<file path="config.mk">
export PLATFORM = sky130hd
export DESIGN_NAME = clock_mode_ctrl
export DESIGN_NICKNAME = d
export VERILOG_FILES = /design/src/rtl/clock_pkg.sv /design/src/rtl/btn_edge.sv /design/src/rtl/clock_mode_ctrl.sv
export SDC_FILE = /design/constraint.sdc
export NUM_CORES = 1
export LEC_CHECK = 0
export ABC_AREA = 1
export CAP_MARGIN = 10
export CORE_MARGIN = 2
export CORE_UTILIZATION = 55
export DETAILED_ROUTE_END_ITERATION = 12
export GPL_TIMING_DRIVEN = 0
export PLACE_DENSITY_LB_ADDON = 0.05
export SETUP_SLACK_MARGIN = 0.02
export SLEW_MARGIN = 10
export SYNTH_ARGS = -nofsm -noshare
export SYNTH_HDL_FRONTEND = slang
export SYNTH_SLANG_ARGS = --single-unit
</file>
<file path="constraint.sdc">
create_clock -name clk -period 2.98 [get_ports clk]
set_clock_uncertainty 0.15 [all_clocks]
set_input_delay 0.745 -clock clk [delete_from_list [all_inputs] [get_ports clk]]
set_output_delay 0.745 -clock clk [all_outputs]
set_load 0.02 [all_outputs]
</file>
<file path="src/rtl/clock_pkg.sv">
// Shared encodings for the clock mode controller: mode states, field selects
// and the default prescaler divide ratio.
package clock_pkg;

   typedef enum logic [1:0] {
      MODE_RUN      = 2'd0,
      MODE_SET_HOUR = 2'd1,
      MODE_SET_MIN  = 2'd2,
      MODE_SET_SEC  = 2'd3
   } mode_t;

   localparam logic [1:0] FIELD_NONE = 2'd0;
   localparam logic [1:0] FIELD_HOUR = 2'd1;
   localparam logic [1:0] FIELD_MIN  = 2'd2;
   localparam logic [1:0] FIELD_SEC  = 2'd3;

   localparam int TICK_DIV_DEFAULT = 50;

   function automatic logic [1:0] field_of(input mode_t m);
      logic [1:0] f;
      f = FIELD_NONE;
      case (m)
         MODE_RUN:      f = FIELD_NONE;
         MODE_SET_HOUR: f = FIELD_HOUR;
         MODE_SET_MIN:  f = FIELD_MIN;
         MODE_SET_SEC:  f = FIELD_SEC;
         default:       f = FIELD_NONE;
      endcase
      return f;
   endfunction

endpackage

</file>
<file path="src/rtl/btn_edge.sv">
// Two-flop synchroniser for a raw push button followed by a rising-edge
// detector; a held button gives a single one-cycle event.
module btn_edge (
   input  logic clk,
   input  logic reset,
   input  logic btn,
   output logic rise
);

   logic sync1_reg;
   logic sync2_reg;
   logic dly_reg;

   always_ff @(posedge clk) begin
      if (!reset) begin
         sync1_reg <= 1'b0;
         sync2_reg <= 1'b0;
         dly_reg   <= 1'b0;
      end else begin
         sync1_reg <= btn;
         sync2_reg <= sync1_reg;
         dly_reg   <= sync2_reg;
      end
   end

   // Clearing dly_reg on reset lets a button held through release still fire.
   assign rise = sync2_reg & ~dly_reg;

endmodule

</file>
<file path="src/rtl/clock_mode_ctrl.sv">
// Mode controller for a settable clock: cycles RUN/SET_HOUR/SET_MIN/SET_SEC,
// generates the one-second tick in RUN and digit increment pulses in SET.
import clock_pkg::*;

module clock_mode_ctrl #(
   parameter int TICK_DIV = TICK_DIV_DEFAULT
) (
   input  logic       clk,
   input  logic       reset,
   input  logic       setbutton,
   input  logic       button1,
   input  logic       button2,
   output logic       tick,
   output logic       inc_tens,
   output logic       inc_units,
   output logic [1:0] field_sel,
   output logic [1:0] mode
);

   localparam logic [15:0] PRESC_MAX = 16'(TICK_DIV - 1);

   logic [2:0]  btn_vec;
   logic [2:0]  ev_vec;
   logic        set_ev;
   logic        b1_ev;
   logic        b2_ev;

   mode_t       mode_reg,      mode_next;
   logic [1:0]  field_reg,     field_next;
   logic [15:0] presc_reg,     presc_next;
   logic        tick_reg,      tick_next;
   logic        inc_tens_reg,  inc_tens_next;
   logic        inc_units_reg, inc_units_next;

   assign btn_vec = {button2, button1, setbutton};

   generate
      for (genvar gi = 0; gi < 3; gi++) begin : g_btn
         btn_edge u_btn_edge (
            .clk   (clk),
            .reset (reset),
            .btn   (btn_vec[gi]),
            .rise  (ev_vec[gi])
         );
      end
   endgenerate

   assign set_ev = ev_vec[0];
   assign b1_ev  = ev_vec[1];
   assign b2_ev  = ev_vec[2];

   always_ff @(posedge clk) begin
      if (!reset) begin
         mode_reg      <= MODE_RUN;
         field_reg     <= FIELD_NONE;
         presc_reg     <= 16'd0;
         tick_reg      <= 1'b0;
         inc_tens_reg  <= 1'b0;
         inc_units_reg <= 1'b0;
      end else begin
         mode_reg      <= mode_next;
         field_reg     <= field_next;
         presc_reg     <= presc_next;
         tick_reg      <= tick_next;
         inc_tens_reg  <= inc_tens_next;
         inc_units_reg <= inc_units_next;
      end
   end

   always_comb begin
      mode_next      = mode_reg;
      presc_next     = 16'd0;
      tick_next      = 1'b0;
      inc_tens_next  = 1'b0;
      inc_units_next = 1'b0;

      // A mode advance swallows any increment that lands on the same cycle.
      if (set_ev) begin
         unique case (mode_reg)
            MODE_RUN:      mode_next = MODE_SET_HOUR;
            MODE_SET_HOUR: mode_next = MODE_SET_MIN;
            MODE_SET_MIN:  mode_next = MODE_SET_SEC;
            MODE_SET_SEC:  mode_next = MODE_RUN;
         endcase
      end else if (mode_reg != MODE_RUN) begin
         inc_tens_next  = b1_ev;
         inc_units_next = b2_ev;
      end

      // Only count while staying in RUN, so leaving or entering RUN restarts at 0.
      if (mode_reg == MODE_RUN && mode_next == MODE_RUN) begin
         if (presc_reg == PRESC_MAX) begin
            presc_next = 16'd0;
            tick_next  = 1'b1;
         end else begin
            presc_next = presc_reg + 16'd1;
         end
      end

      field_next = field_of(mode_next);
   end

   assign tick      = tick_reg;
   assign inc_tens  = inc_tens_reg;
   assign inc_units = inc_units_reg;
   assign field_sel = field_reg;
   assign mode      = mode_reg;

endmodule

</file>
# Word-level counts from Yosys, hierarchy flattened
# Cells that the tools add are included.
# word_totals
ff_bits	32
latch_bits	0
ram_bits	0
mem_bits_ro	0
input_bits	5
out_inout_bits	7
wordCells	43
mem_count	0
# op_classes
add_sub_neg	1
mul	0
div	0
magnitude_cmp	0
eq_ne	7
shift	0
n_mux	4
bitwise_logic	9
n_reduce_logical	7
# op_table
operator	n
adder 16 x 1 -> 16 bit (second input constant)	1
== test 16 x 6 -> 1 bit (second input constant)	1
case mux 2 bit (4 select lines)	2
== test 2 bit (second input constant)	4
NOT 1 bit	6
OR reduction 3 bit	2
== test 2 x 1 -> 1 bit (second input constant)	2
logical NOT 2 bit	2
AND 1 bit	3
two-way mux 2 bit	1
AND reduction 2 bit	1
nonzero test 2 bit	1
logical AND 1 bit	1
two-way mux 1 bit	1

# Logic depth before layout (Yosys ltp)
# Gate-level depths: netlist (run 1).
# logic_depth
ltp_word	7
ltp_mapped	10

# Cells and area by module
# From an unflattened synthesis (run 1), not the netlist that was laid out.
# hier_totals
cells_unflattened	183
hier_area_um2	1387.6
# by_module_without_submodules
mod	instances	cells_per_inst	area_each_um2	seq_area_each_um2
clock_mode_ctrl	1	150	1109.8	460.4
btn_edge	3	11	92.6	60.1

# Least setup slack after synthesis (run 1)
# No wires, ideal clock.
# synth_path
path_type	register to register
start	register mode_reg[0] (netlist: mode[0])
end	register presc_reg[9]
setup_ns	0.062
arrival_ns	1.501
required_time_ns	2.768
path_slack_ns	1.267
stages_incl_launch_ff	9
path_buffers	1
period_less_slack_ns	1.713
cell_sequence	dfxtp_1 > inv_1 > ha_1 > nand3_1 > nand3_2 > nor2_4 > nand2_4 > buf_12 > nor2_4
# synth_via
elab_chain_len	7
word_cells_on_any_way	10
# synth_lines
item	line_no	source
start, declared	clock_mode_ctrl.sv:28	mode_t mode_reg, mode_next;
start signal, assigned	clock_mode_ctrl.sv:61	mode_reg <= mode_next;
== test 2 bit, or another cell as far along	clock_mode_ctrl.sv:79	unique case (mode_reg)
case mux 2 bit (4 select lines)	clock_mode_ctrl.sv:79	
two-way mux 2 bit	clock_mode_ctrl.sv:78	if (set_ev) begin
logical NOT 2 bit	clock_mode_ctrl.sv:91	if (mode_reg == MODE_RUN && mode_next == MODE_RUN) begin
logical AND 1 bit *	clock_mode_ctrl.sv:91	
NOT 1 bit (no line) *	--	
OR reduction 3 bit (no line) *	--	
end signal, assigned	clock_mode_ctrl.sv:63	presc_reg <= presc_next;
end, declared	clock_mode_ctrl.sv:30	logic [15:0] presc_reg, presc_next;
# Mark *: on every way between the ends. The rest lies on a longest branch, timed or not.
# A chain may end at the register's enable or synchronous reset.

# Worst setup path after layout (run 1)
# layout_path
start	register mode_reg[0] (netlist: mode[0])
end	output port mode[0]
# layout_rtl
item	line_no	source
end, declared	clock_mode_ctrl.sv:17	output logic [1:0] mode
# No word-level cell between the ends.

==> impl_results.md, run 1 <==
* #FFs+latches synth at 31
* Relative slew slack at 74.89%
* I/O Buffers at 11
* Cells after synthesis at 175
* CTS tree: built
* Total GRT Usage at 19.04%
* Placer Congestion at approximately 0.88
* Total of max-cap violations at 0
* Worst path buffer plus inverter count at 2
* Distinct cells, synth at 21
* Resized Gates After CTS at 0
* Slew @ Worst Pin at 376.6 ps
* Die area at 0.002941 mm^2
* Worst Hold Class: flop to flop
* Cell family with most CP delay: buffers and inverters
* CTS buffer count at 5
* Post-synthesis sequential area ratio at 44.72%
* Crit path kind: flop to primary output
* 1st-iter DRT viols at 23
* Layout fillers at 224
* Mapped Area at around 0.0014 mm^2
* DRC viols at 0
* Pin count of the biggest net entering global routing at 12
* Area delta synth->final at 14.79%
* Share of cells above drive strength 1 at 15.98%
* VDD IR max at 0.0004158 V
* Final Hold Viols at 0
* Flip-flop count of the largest register after layout at 16
* Period utilization at between 70% and 80%
* Vias in the first global route at 898
* Crit Path Max Fanout at 4
* Synth warn at 0
* H-tree depth at 2
* Ant diodes at 0
* Pre-CTS WS at 831.2 ps
* Net Count, Synth at ~180
* Detail Placement HPWL at between 1.5 and 2 mm
* Wire per inst at slightly above 10 um
* CTS Root Cell: clkbuf_4
* Clk Latency, worst-skew pair at 340 ps
* Worst setup SP type: flop
* Vert. Die Dim at 54.23 um
* Congestion Overflow GR at 0
* Status: finished, final reports clean
* Clk sinks at 31
* RSZ-0062 raised after global routing: no
* Core Area at ~0.0024 mm^2
* Fin. max-slew vios at 0
* Signal arrival time at the worst endpoint at 1440 ps
* Antenna Nets Post-Route at 0
* WP data required at 2090 ps
* Max stage delay on crit path at 580 ps
* Final nets at slightly above 200
* Vias/cell at 4.763
* Vias post-DR at 1067
* Clock buffer depth at 2
* First-pass GRT wire length at around 3.8 mm
* Worst-path clk slew at roughly 100 ps
* Most frequent cells in the layout: nand2_1 (39), dfxtp_1 (31), inv_1 (24)
* Commonest non-fill, non-tap cell in the layout: nand2_1
* Min cycle time layout at 2331 ps
* Syn_area_per_cell at 7.929 um^2
* CTS Hold Bufs at 0
* I/O pins at 12
* Critical-path cell list: buf_4 -> clkdlybuf4s50_1
* # rows at 18
* Setup Viol. Count Final at 0
* Cell Pwr Density at 465.8 mW/mm^2
* Leakage at 0.6195 nW
* Post-CTS Setup Bufs at 0
* Setup_tns at 0 ps
* Worst path slowest cell: clkdlybuf4s50_1
* Final WL at between 2 and 2.5 mm
* FMAX at 0.4291 GHz
* Initial antenna violation count at 0
* Chip width at 54.23 um
* CP endpoint kind: primary output
* 1st-pass router iterations at 4
* Final worst setup slack at about 650 ps
* Initial Util at 57.05%
==> worst paths after layout <==
path / from / end / slack [ps] / cells after the start
max: mode[0] / mode[0] / 650 / 2
min: g_btn[1].u_btn_edge.dly_reg / inc_tens / 250 / 1
max reg2reg: mode[0] / presc_reg[9] / 1260 / 8
min reg2reg: g_btn[1].u_btn_edge.dly_reg / inc_tens / 250 / 1
==> layer usage <==
layer  vias to the layer above  wire length (um)  track usage [%]  share of wire [%]
met1                       468              1115            23.58                 48
li1                        570                 -                -                  -
met5                         -                 0                0                  0
met3                         6               104            8.197                4.5
met4                         0                52            10.00                2.2
met2                        23              1041            27.91                 45
==> logic make-up after synthesis <==
family          count (synthesis)  synth area share, %
buf+inv                        27                8.747
xor+xnor                        9                5.681
flops                          31                44.73
fa+ha+maj                       4                3.607
compound gates                  8                3.066
simple gates                   96                34.17
==> where the power goes <==
part	internal, mW	switching, mW
Combinational	0.0291	0.0364
Clock	0.0899	0.154
Sequential	0.424	0.00834
==> stage by stage <==
stage	hold WS [ps]	cell area, um^2	util, %	cells	power, mW
after global placement	225.3	1535	63.12	216	0.5067
after floorplan	222.9	1388	-	175	0.4896
after global routing	271.2	1593	65.48	224	0.7713
after CTS	251.1	1593	65.48	224	0.7487
after detailed placement	236.1	1535	63.12	216	0.5081
final	245.6	1593	65.48	224	0.7419
==> cell usage after synthesis (all sizes together) <==
cell    number  share of area [%]
xnor2        3                1.9
o21bai       1               0.54
nand2       44                 13
dfxtp       31                 45
clkbuf       1               0.27
nand4        4                1.8
nand3       10                4.3
nor3b        2                1.1
inv         24                6.5
xor2         6                3.8
nor2        35                 13
ha           4                3.6
a21oi        7                2.5
nor3         1               0.36
buf          2                2.0
==> area by class of cell <==
type	instances	area, um^2	area share, %
inverters	24	90.09	5.656
clock buffers	5	37.54	2.357
plain buffers	3	31.28	1.964
multi-input cells	117	645.6	40.53
well taps	30	37.54	2.357
clock inverters	3	20.02	1.257
repair buffers	11	110.1	6.913
flip-flops and latches	31	620.6	38.96
Note: power is estimated with default switching activity, not from simulation.
==> run 2: changes to the inputs <==
Clock period 2.98 ns to 2.4 ns, I/O delays scaled along.
==> results of run 2 <==
Same layout as run 1 (identical final DEF). Status: finished, final reports clean.
Main changes from that run: setup slack after placement 831.2 ps -> 396.2 ps; setup slack after layout 649.4 ps -> 214.4 ps; register-to-register setup slack 1260 ps -> 680 ps; total power 0.7419 mW -> 0.9212 mW; worst IR drop on VDD 0.0004158 V -> 0.0005163 V
==> variant 1 (config.mk and constraints of run 1) <==
Put one more register stage on the output `mode`, with the module's reset. The value now appears one clock later. The other outputs are not delayed to match. Comments in the files are not updated.
--- a/src/rtl/clock_mode_ctrl.sv
+++ b/src/rtl/clock_mode_ctrl.sv
@@ -104,7 +104,13 @@
    assign inc_tens  = inc_tens_reg;
    assign inc_units = inc_units_reg;
    assign field_sel = field_reg;
-   assign mode      = mode_reg;
+   always_ff @(posedge clk) begin
+      if (!reset) begin
+         mode <= '0;
+      end else begin
+         mode <= mode_reg;
+      end
+   end
 
 endmodule
 
Behaviour: not the same (a bounded check fails within 4 cycles, from zero or initial values and one cycle with reset low).
==> variant 1 against run 1 <==
Design area increased by 4.6%; sequential share of layout area increased by 0.71 points; global-route usage decreased by 0.75 points; sequential cell count increased by 2; synthesized area increased by 4.1%; first-iteration DRC count increased by 140%; setup slack improved by 0.0021 ns; wire length increased by 6.9%; total power increased by 14%; largest power group unchanged.
==> variant 1: results (changes against run 1) <==
** Final layout
- Max reg flops :: 16 (unchanged)
- The layout cell share with drive strength beyond 1 is 14.1% (was 16.0%).
- Number of filler instances in the final layout :: 212 (was 224)
- The number of nets in the finished design was 208 (was 202).

** Setup path
- Beginning of the critical path :: mode_reg[0]$_SDFF_PN0_ (was mode[0]$_SDFF_PN0_)
- Data required time of the worst path :: 2.09 ns (about the same)
- The largest driver fanout on the critical path is 4 (unchanged).

** Yosys
- Leading cell types by count after synthesis: 41 x nand2_1, 33 x dfxtp_1, 26 x inv_1, 22 x nor2_1, 9 x nand3_1 (was 39 x nand2_1, 31 x dfxtp_1, 24 x inv_1, 21 x nor2_1, 10 x nor2_2).
- Top-count cell post-synth :: nand2_1 (unchanged)
- Largest cells by area after synthesis: dfxtp_1 46%, nand2_1 11%, inv_1 6.8% (was dfxtp_1 45%, nand2_1 11%, inv_1 6.5%).
- The post-synthesis cell count was 181 (was 175).
- Proportion of synthesized area in mux cells :: 0% (unchanged)
- Area share of xor/xnor cells in the synthesized design :: 5.45% (was 5.68%)
- The complex-gate fraction of the synthesized area was 2.94% (was 3.07%).
- The synthesized net count came to 190 (was 184).
- Share of synthesized area occupied by flip-flops and latches :: 45.7% (was 44.7%)
- The share of synthesized cell area in full adder, half adder and majority cells was 3.46% (was 3.61%).
- The most frequently used flop master after synthesis is dfxtp_1 (unchanged).

** STA
- The worst relative slew slack was 72.0% (was 74.9%).

** Power
- Switching part of the total :: 22.8% (was 26.8%)
- The leakage power was 0.000671 uW (was 0.000620 uW).
- The worst ir drop on vdd came to 0.407 mV (was 0.416 mV).

** Global routing
- The global-route usage over all layers is 18.3% (was 19.0%).
- The largest net degree at the start of global routing came to 11 (was 12).
- Vias in the first global route :: 1,034 (was 898)
- The first-pass GRT wire length was 4370 um (was 3760 um).
- Initial antenna violation count :: 0 (unchanged)

** Placed design
- The half-perimeter wire length after detailed placement came to 1730 um (was 1670 um).
- The number of instances in the placed design came to 222 (was 216).
- I/O Buffers :: 11 (unchanged)
- Final weighted congestion in routability-driven placement :: 0.858 (was 0.881)

** Drt
- The average vias per placed instance was 4.80 (was 4.76).
- The DRC violation total after the first TritonRoute iteration came to 55 (was 23).
- The post-detailed-route wirelength per cell came to 10.8 um (was 10.3 um).
- Met2 wirelength from detailed routing :: 1120 um (was 1040 um)
- Routed metal-1 wire length :: 1180 um (was 1120 um)
- Met3 wirelength from detailed routing :: 140 um (was 104 um)
- Routed via count :: 1,100 (was 1,067)

** Clocking
- The count of buffers added by post-CTS timing repair for setup is 0 (unchanged).
- The number of CTS-inserted buffers is 5 (unchanged).
- The post-cts resize count was 0 (unchanged).
- Skew-Pair Late Insertion Delay :: 0.33 ns
- The buffer cell driving the clock tree root was clkbuf_4 (unchanged).

** Min path
- The startpoint of the most critical hold path is g_btn[1].u_btn_edge.dly_reg$_SDFF_PN0_ (unchanged).

** Status
- Result of the run: finished, final reports clean (unchanged).
variant 1: cell types whose count changed after synthesis:
cell and change:
nor2_4 +2, nor2_2 -3, nand3_1 +1, nand3_2 -1, nor2_1 +1, dfxtp_1 +2, nand2_1 +2, inv_1 +2
variant 1: area by class of cell:
type,instances,area [um^2],share of cell area (%)
clock buffers,5,37.5,2.25
plain buffers,3,31.3,1.88
clock inverters,2,35.0,2.10
repair buffers,11,110,6.61
flip-flops and latches,33,661,39.7
inverters,26,97.6,5.86
well taps,30,37.5,2.25
multi-input cells,119,656,39.4
variant 1: path summary, 6_finish.rpt:
path	end	slack [ns]	cells past startpoint
setup / recovery	field_sel[0]	0.65	2
hold / removal	inc_tens$_SDFF_PP0_	0.25	1
setup reg to reg	presc_reg[10]$_SDFF_PP0_	1.22	8
hold reg to reg	inc_tens$_SDFF_PP0_	0.25	1
variant 1: power by group through the flow:
stage | sequential [uW] | clock (uW) | combinational (uW)
after floorplan | 470 | 0 | 48.6
after global placement | 470 | 0 | 65.7
after detailed placement | 471 | 0 | 66.8
after CTS | 460 | 321 | 67.8
after global routing | 462 | 344 | 74.5
final | 460 | 316 | 67.2
variant 1: critical path, cell delays in order (launching register included):
cell and delay (ns):
dfxtp_1 0.40, buf_4 0.13, clkdlybuf4s50_1 0.58
variant 1: routing by layer:
layer / up-vias / track usage [%]
met5: - / 0
met4: 0 / 6.27
met3: 4 / 6.32
met2: 29 / 28.6
met1: 483 / 23.6
li1: 584 / -
variant 1: metrics by stage:
step | total power [uW] | setup slack (ns) | cell area (um^2)
6_report | 844 | 0.652 | 1670
5_1_grt | 880 | 0.594 | 1670
3_3_place_gp | 535 | 0.790 | 1590
2_1_floorplan | 518 | 1.42 | 1450
3_5_place_dp | 537 | 0.781 | 1590
4_1_cts | 849 | 0.653 | 1670
==> variant 2 (config.mk and constraints of run 1) <==
Without the edit above. The package constant `TICK_DIV_DEFAULT` goes from 50 to 32.
--- a/src/rtl/clock_pkg.sv
+++ b/src/rtl/clock_pkg.sv
@@ -14,7 +14,7 @@
    localparam logic [1:0] FIELD_MIN  = 2'd2;
    localparam logic [1:0] FIELD_SEC  = 2'd3;
 
-   localparam int TICK_DIV_DEFAULT = 50;
+   localparam int TICK_DIV_DEFAULT = 32;
 
    function automatic logic [1:0] field_of(input mode_t m);
       logic [1:0] f;
Behaviour: same outputs for any inputs over 10 cycles, from zero or initial values and one cycle with reset low; that may be too few to reach the edited logic, so the function may still have changed.
==> variant 2 against run 1 <==
Synthesized cell count is the same; die area decreased by 2.9%; wire length down 2.0%; sequential cell count unchanged; total power shrank 3.2%; critical path type unchanged; first-iteration DRC count is 13% higher; register-to-register slack better by 0.03 ns; design area fell by 3.3%; highest routed layer unchanged; synthesized area is 3.1% lower; largest power group unchanged; setup slack lost 0.0066 ns.
==> variant 2: results (changes against run 1) <==
** Status
- Result of the run :: finished, final reports clean (unchanged)

** Min path
- The hold path endpoint was inc_units$_SDFF_PP0_ (was inc_tens$_SDFF_PP0_).

** STA
- The worst relative slew slack was 74.5% (was 74.9%).
- Worst hold-check slack :: 0.252 ns (was 0.246 ns)
- Worst setup margin :: 0.643 ns (was 0.649 ns)

** Drt
- The via total after detailed routing came to 1,070 (was 1,067).
- Initial DRC count :: 26 (was 23)
- Final routed wirelength across all metal layers :: 2270 um (was 2310 um)
- The met3 wire length was 122 um (was 104 um).
- Routed metal-1 wire length :: 1100 um (was 1120 um)

** Yosys
- The synthesized net count is 183 (was 184).
- Share of synthesized area occupied by flip-flops and latches :: 46.1% (was 44.7%)
- Post-synthesis average cell area :: 7.69 um^2 (was 7.93 um^2)

** Final layout
- The layout cell share with drive strength beyond 1 is 14.4% (was 16.0%).
- The count of placed standard cells in the final layout, fillers left out is 222 (was 224).
- Net total in the final layout :: 201 (was 202)

** Placed design
- Setup Slack @ Placement :: 0.793 ns (was 0.831 ns)
- The placement-stage cell area came to 0.00149 mm^2 (was 0.00154 mm^2).

** Power
- Pleak :: 0.000612 uW (was 0.000620 uW)
- The worst ir drop on vdd came to 0.366 mV (was 0.416 mV).

** Setup path
- Slack of the worst reg-to-reg path :: 1.29 ns (was 1.26 ns)

** Global routing
- M1 GR Usage :: 23.9% (was 23.6%)
- The global-route track usage on met3 is 9.32% (was 8.20%).
- Wire length of the first global-routing pass :: 3850 um (was 3760 um)
- Gr usage total :: 20.0% (was 19.0%)
- The number of global-route vias before repair is 936 (was 898).
variant 2: cell families after synthesis:
family | after synthesis | share of synthesized area (%)
AOI/OAI and AO/OA | 9 | 3.35
DFF | 31 | 46.1
adders and majority gates | 3 | 2.79
and+or+nand+nor | 95 | 33.6
xor gates and xnor gates | 8 | 5.21
buffers and inverters | 29 | 8.93
variant 2: power groups by stage:
stage | Combinational [uW] | Sequential (uW) | Clock (uW)
after global placement | 55.5 | 441 | 0
final | 56.4 | 431 | 230
after global routing | 64.8 | 433 | 252
after floorplan | 39.1 | 441 | 0
after CTS | 58.1 | 432 | 236
after detailed placement | 57.8 | 441 | 0
variant 2: area by class of cell:
cell class / instances / area [um^2] / area share, %
clock inverter: 1 / 5.00 / 0.325
buffer: 3 / 22.5 / 1.46
timing repair buffer: 11 / 110 / 7.15
multi-input combinational: 115 / 604 / 39.2
clock buffer: 7 / 45.0 / 2.92
inverter: 26 / 97.6 / 6.34
tap: 28 / 35.0 / 2.27
sequential: 31 / 621 / 40.3
